<file path="config.mk">
export PLATFORM = sky130hd
export DESIGN_NAME = touch_key_debounce
export DESIGN_NICKNAME = d
export VERILOG_FILES = /design/src/rtl/touch_key_debounce.sv
export SDC_FILE = /design/constraint.sdc
export NUM_CORES = 1
export LEC_CHECK = 0
export CAP_MARGIN = 20
export CORE_UTILIZATION = 30
export CTS_CLUSTER_DIAMETER = 200
export DETAILED_ROUTE_END_ITERATION = 7
export PLACE_DENSITY_LB_ADDON = 0.05
export SETUP_SLACK_MARGIN = 0.4
export SYNTH_ARGS = -nofsm -noshare
export SYNTH_HDL_FRONTEND = slang
export SYNTH_SLANG_ARGS = --single-unit
</file>
<file path="constraint.sdc">
create_clock -name sys_clk -period 4.8 [get_ports sys_clk]
set_input_delay 0.72 -clock sys_clk [delete_from_list [all_inputs] [get_ports sys_clk]]
set_output_delay 0.72 -clock sys_clk [all_outputs]
set_load 0.1 [all_outputs]
</file>
<file path="src/rtl/touch_key_debounce.sv">
// touch_key_debounce: synchronises and debounces a touch pin into a level plus press/release pulses.
// Optional long-press pulse is built only when LONG_PRESS_EN is defined.
module touch_key_debounce #(
    parameter logic KEY_ACTIVE   = 1'b0,
    parameter int   DEBOUNCE_CNT = 999_999,
    parameter int   LONG_CNT     = 49_999_999
) (
    input  logic sys_clk,
    input  logic sys_rst_n,
    input  logic touch_key,
    output logic key_state,
    output logic key_press,
    output logic key_release,
    output logic long_press
);
    localparam int MAX_CNT = DEBOUNCE_CNT > LONG_CNT ? DEBOUNCE_CNT : LONG_CNT;
    localparam int CW = $clog2(MAX_CNT + 1);
    localparam logic [CW-1:0] DEB = CW'(DEBOUNCE_CNT);

    typedef enum logic [1:0] {IDLE, PRESS_FILT, PRESSED, RELEASE_FILT} state_t;

    state_t state;
    logic sync1, sync2, key_s;
    logic [CW-1:0] cnt;
    logic press_accept;

    assign key_s = sync2 == KEY_ACTIVE;
    assign press_accept = state == PRESS_FILT && key_s && cnt == DEB;

    always_ff @(posedge sys_clk) begin
        if (!sys_rst_n) begin
            sync1       <= ~KEY_ACTIVE;
            sync2       <= ~KEY_ACTIVE;
            state       <= IDLE;
            cnt         <= '0;
            key_state   <= 1'b0;
            key_press   <= 1'b0;
            key_release <= 1'b0;
        end else begin
            sync1       <= touch_key;
            sync2       <= sync1;
            key_press   <= 1'b0;
            key_release <= 1'b0;
            case (state)
                IDLE: begin
                    state <= key_s ? PRESS_FILT : IDLE;
                    cnt   <= key_s ? CW'(1) : '0;
                end
                PRESS_FILT: begin
                    if (!key_s) begin
                        state <= IDLE;
                        cnt   <= '0;
                    end else if (cnt == DEB) begin
                        state     <= PRESSED;
                        cnt       <= '0;
                        key_state <= 1'b1;
                        key_press <= 1'b1;
                    end else begin
                        cnt <= cnt + 1'b1;
                    end
                end
                PRESSED: begin
                    if (!key_s) begin
                        state <= RELEASE_FILT;
                        cnt   <= CW'(1);
                    end
                end
                RELEASE_FILT: begin
                    if (key_s) begin
                        state <= PRESSED;
                        cnt   <= '0;
                    end else if (cnt == DEB) begin
                        state       <= IDLE;
                        cnt         <= '0;
                        key_state   <= 1'b0;
                        key_release <= 1'b1;
                    end else begin
                        cnt <= cnt + 1'b1;
                    end
                end
            endcase
        end
    end

`ifdef LONG_PRESS_EN
    localparam logic [CW-1:0] LNG = CW'(LONG_CNT);
    logic [CW-1:0] hold;

    // hold saturates at LNG so the pulse fires once per accepted press
    always_ff @(posedge sys_clk) begin
        if (!sys_rst_n) begin
            hold       <= '0;
            long_press <= 1'b0;
        end else begin
            long_press <= 1'b0;
            if (press_accept) begin
                hold <= '0;
            end else if ((state == PRESSED || state == RELEASE_FILT) && hold != LNG) begin
                hold       <= hold + 1'b1;
                long_press <= hold == LNG - 1'b1;
            end
        end
    end
`else
    logic unused_accept;
    assign unused_accept = press_accept;
    assign long_press = 1'b0;
`endif
endmodule

</file>
* Word-level counts from Yosys, hierarchy flattened
Index checks and enable logic that the tools add are counted.
** Word-level totals
- Flip-flop bits (word level) :: 33
- Input port bits :: 3
- Output and inout bits :: 4
- Word-level logic and storage cells :: 46
** Cells by class
- Add/sub/neg operators :: 1
- Equal/unequal tests :: 11
- Mux-type cells :: 19
- Bitwise gates (word level) :: 2
- Reduce and logical (&&, ||, !) cells :: 6
** Operators with widths (count)
- two-way mux 26 bit :: 4
- one-hot mux 26 bit (4 select lines) :: 1
- adder 26 x 1 -> 26 bit, second input constant :: 1
- equality test 26 x 20 -> 1 bit, second input constant :: 1
- two-way mux 2 bit :: 5
- inequality test 2 bit, second input constant :: 4
- one-hot mux 2 bit (4 select lines) :: 1
- two-way mux 1 bit :: 7
- AND reduction 3 bit :: 2
- AND reduction 5 bit :: 1
- equality test 2 bit, second input constant :: 2
- inequality test 3 x 2 -> 1 bit, second input constant :: 1
- inequality test 3 bit, second input constant :: 1
- OR reduction 3 bit :: 1
- equality test 2 x 1 -> 1 bit, second input constant :: 1
- zero test 2 bit :: 1
- inequality test 2 x 1 -> 1 bit, second input constant :: 1
- NOT 1 bit :: 2
- one-hot mux 1 bit (2 select lines) :: 1
- nonzero test 2 bit :: 1

* Longest topological paths before layout
- Word-level depth :: 4
- Depth in mapped cells :: 8
- Gate-level depth less buffers :: 6

* Least setup slack after synthesis
No wires, ideal clock.
- Kind :: register to register
- Start :: register cnt[0]
- End :: register cnt[11]
- Data arrival time :: 1.675 ns
- Data required time :: 4.685 ns
- Path slack :: 3.011 ns
- Stages on the path, launching flop included :: 9
- Buffers on the path :: 2
- Cell sequence :: dfxtp_1 ha_1 and3_1 nand4_2 o211a_1 buf_6 o21ai_4 buf_6 nor2_1
** Between the ends
- Cells in the longest elaborated chain, start to end :: 4
- Elaborated cells between the ends (all ways) :: 6
- Classes of those cells :: 1 x add/sub; 1 x eq/ne; 4 x mux
** Ends and longest elaborated chain
- from (decl) :: line 24 : logic [CW-1:0] cnt;
- from (signal assigned) :: line 47 : cnt <= key_s ? CW'(1) : '0;
- from (signal assigned) :: line 59 : cnt <= cnt + 1'b1;
- from (signal assigned) :: line 78 : cnt <= cnt + 1'b1;
- adder 26 x 1 -> 26 bit / equality test 26 x 20 -> 1 bit (equally long branches)
- two-way mux 26 bit (*) :: line 53, 72
- two-way mux 26 bit (on tied branches) :: line 69, 50
- one-hot mux 26 bit (4 select lines) (*) :: line 44 : case (state)
Every way passes the cells marked *; elsewhere a longest branch is shown, timed or not.
A chain may end at the register's enable or synchronous reset.

* Final worst setup path
- Start :: register key_state
- End :: output port key_state
** RTL lines
- from (decl) :: line 11 : output logic key_state,
- from (signal assigned) :: line 36 : key_state <= 1'b0;
- from (signal assigned) :: line 56 : key_state <= 1'b1;
- from (signal assigned) :: line 75 : key_state <= 1'b0;
No word-level cell between the ends.

==> results.yml <==
run_status:
  outcome: "completed"
route:
  ant_nets: 0
  wl_per_cell_um: 14.2
  vias: 1346
  drc: 0
  drt-initial-drc-count: 113
  wl_um: 3710
  routed_via_density: 5.14
  first_pass_iters: 4
floorplan:
  rows: 26
  die_h_um: 76.3
  core_area_sq_um: 5200
  fp.dieArea_sq_um: 5830
  initial_core_util: 0.319
  die_w_um: 76.3
  io_pins: 7
layout:
  final_common_cell: "dfxtp_1"
  final_cell_mix: "33 x dfxtp_1, 23 x nor2_1, 14 x nand2_1"
  antenna_cells: 0
  fill_cells: 570
  instances_no_fill: 262
  area_growth_pct: 11.1
  final_net_count: 195
  drive_above_1_share: 0.0885
clock_tree:
  clk_pin_slew_ps: 70
  cts-resized-gates: 0
  htreeDepth: 2
  post-cts-setup-buffer-count: 0
  insertion_delay_ps: 290
  numCtsBuffers: 5
  clk_path_buf_depth: 2
  root_buffer: "clkbuf_8"
  postCtsHoldBufs: 0
  cts_tree: "done"
  clock-sinks: 33
sta:
  fmax_ghz: 0.399
  rsz0062_at_grt: "false"
  setup_violations: 0
  maxSlewViolCount: 0
  hold_ws_ps: 411
  max_slew_margin: 0.351
  fin_crit_sh: 0.522
  finClkSkew_ps: 2.82
  hold_violations: 0
  setup_tns_ps: 0
  worstMarginPinSlew_ps: 970
  min_period_ps: 2510
worst_setup_path:
  slowest_stage: "clkdlybuf4s50_1"
  endpoint_kind: "output port"
  cp.arrival_ps: 1790
  path_delay_family: "buffers and inverters"
  cp.buffers_inverters: 1
  path_max_fanout: 3
  cpPeakStageDelay_ps: 1140
  cp_cell_sequence: "clkdlybuf4s50_1"
  crit_type: "reg -> out"
  start_kind: "register"
  required_ps: 4080
synth:
  syn_nets: 193
  syn_inst: 189
  synth.distinct_cells: 44
  ys.warnings.count: 0
  yosysSeqAreaShare: 0.398
  yosys-top-cells-area: "dfxtp_1 40%, nor2_1 5.2%, xnor2_1 4.8%, nand3_1 3.9%, xor2_1 3.7%"
  syn_avg_cell_area_sq_um: 8.77
  synth_top_area_frac: 0.398
  syn-cell-area_sq_um: 1660
  synth.largest_area_cell: "dfxtp_1"
  synth-seq-cells: 33
global_route:
  grt_use_total: 0.141
  antenna_found_initial: 0
  grt_pass1_wl_um: 6340
  grt-ovfl-total: 0
  grt_pass1_vias: 1231
  grt_max_degree: 20
place:
  gp_congestion: 0.766
  hpwl_um: 2600
  place_inst: 254
  io_buffers: 5
job:
  drv_cap: 0
power:
  leakagePower_nw: 0.558
  total_power_mw: 0.572
  irDropWorstVdd_mv: 0.155
  powerDensity_nw_per_um2: 311
hold_path:
  hold_path.class: "reg -> reg"
registers in the layout, indices dropped and copies added (netlist names), named ones only:
register	flops
key_state	1
key_release	1
key_press	1
state	1
sync1	1
cnt	26
sync2	1
final cells by class:
class	instances	area (sq um)	share of cell area
inverter	2	7.51	0.00408
sequential	33	661	0.359
tap	70	87.6	0.0476
timing repair buffer	5	50.0	0.0272
clock buffer	7	86.3	0.0469
multi-input combinational	144	920	0.499
clock inverter	1	30.0	0.0163
worst reg2reg max path, stage by stage, from the launching register on:
cell	delay [ps]
dfxtp_1	410
ha_1	190
and3_1	290
nand4_2	210
o211a_1	420
o21ai_4	490
nor2_1	110
metrics by stage:
step | worst slack, ps | utilization | area, sq um
floorplan | 3010 | - | 1660
global placement | 2600 | 0.331 | 1730
detailed placement | 2550 | 0.331 | 1730
CTS | 2280 | 0.354 | 1840
global route | 2250 | 0.354 | 1840
finish | 2290 | 0.354 | 1840
cells by family (layout without fill, tap and decap cells):
logic type	Yosys count	in the layout	synth area share
buffers and inverters	12	15	0.0468
flip-flops	33	33	0.398
adder cells (fa/ha/maj)	1	1	0.00755
other	1	1	0.00226
AO/OA/AOI/OAI	25	25	0.100
AND/OR/NAND/NOR	101	101	0.360
XOR/XNOR	16	16	0.0845
cells in the mapped netlist:
library cell and n:
ha_1 1, nand4_2 1, and4_2 2, xor2_1 7, and4_1 2, nor2b_1 1, and4_4 2, nand2b_1 2
a21bo_2 1, o21ai_4 1, nor4b_2 1, nand4_4 1, xnor2_1 9, nor2_1 23, and2_1 2, nand4_1 6
nand3_1 13, nor4_1 4, a41oi_1 1, nor4_2 1, a21boi_0 1, nor4b_1 1, nand2_1 14, a22oi_1 1
or4_1 1, and3_1 5, o211a_1 1, dfxtp_1 33, buf_2 2, or3b_1 1, clkbuf_1 3, buf_4 2
nand4b_1 5, a211oi_1 1, conb_1 1, a21oi_1 9, nor3_1 6, nor3b_1 3, o41ai_1 1, o21bai_1 2
o21ai_0 6, buf_6 3, inv_1 2, or3_1 4
per-layer routing:
metal  track usage  routed length [um]  up-vias
met5             0                   0        -
met4        0.0654                  66        0
met3        0.0359                  96        7
met2         0.207                1610       21
met1         0.191                1940      631
li1              -                   -      687
report_power, final:
| part | switching [mW] | total (mW) | internal (mW) |
|---|---|---|---|
| registers | 0.00195 | 0.278 | 0.276 |
| clock network | 0.107 | 0.276 | 0.169 |
| logic | 0.0136 | 0.0189 | 0.00523 |
worst paths after layout:
kind	startpoint	endpoint	slack, ps	depth (start not counted)
hold reg to reg	sync1$_SDFF_PN1_	sync2$_SDFF_PN1_	410	1
hold / removal	sync1$_SDFF_PN1_	sync2$_SDFF_PN1_	410	1
setup / recovery	key_state$_SDFFE_PN0P_	key_state	2290	1
setup reg to reg	cnt[0]$_SDFFE_PN0P_	cnt[6]$_SDFFE_PN0P_	2560	6
(Power assumes the default switching activity.)
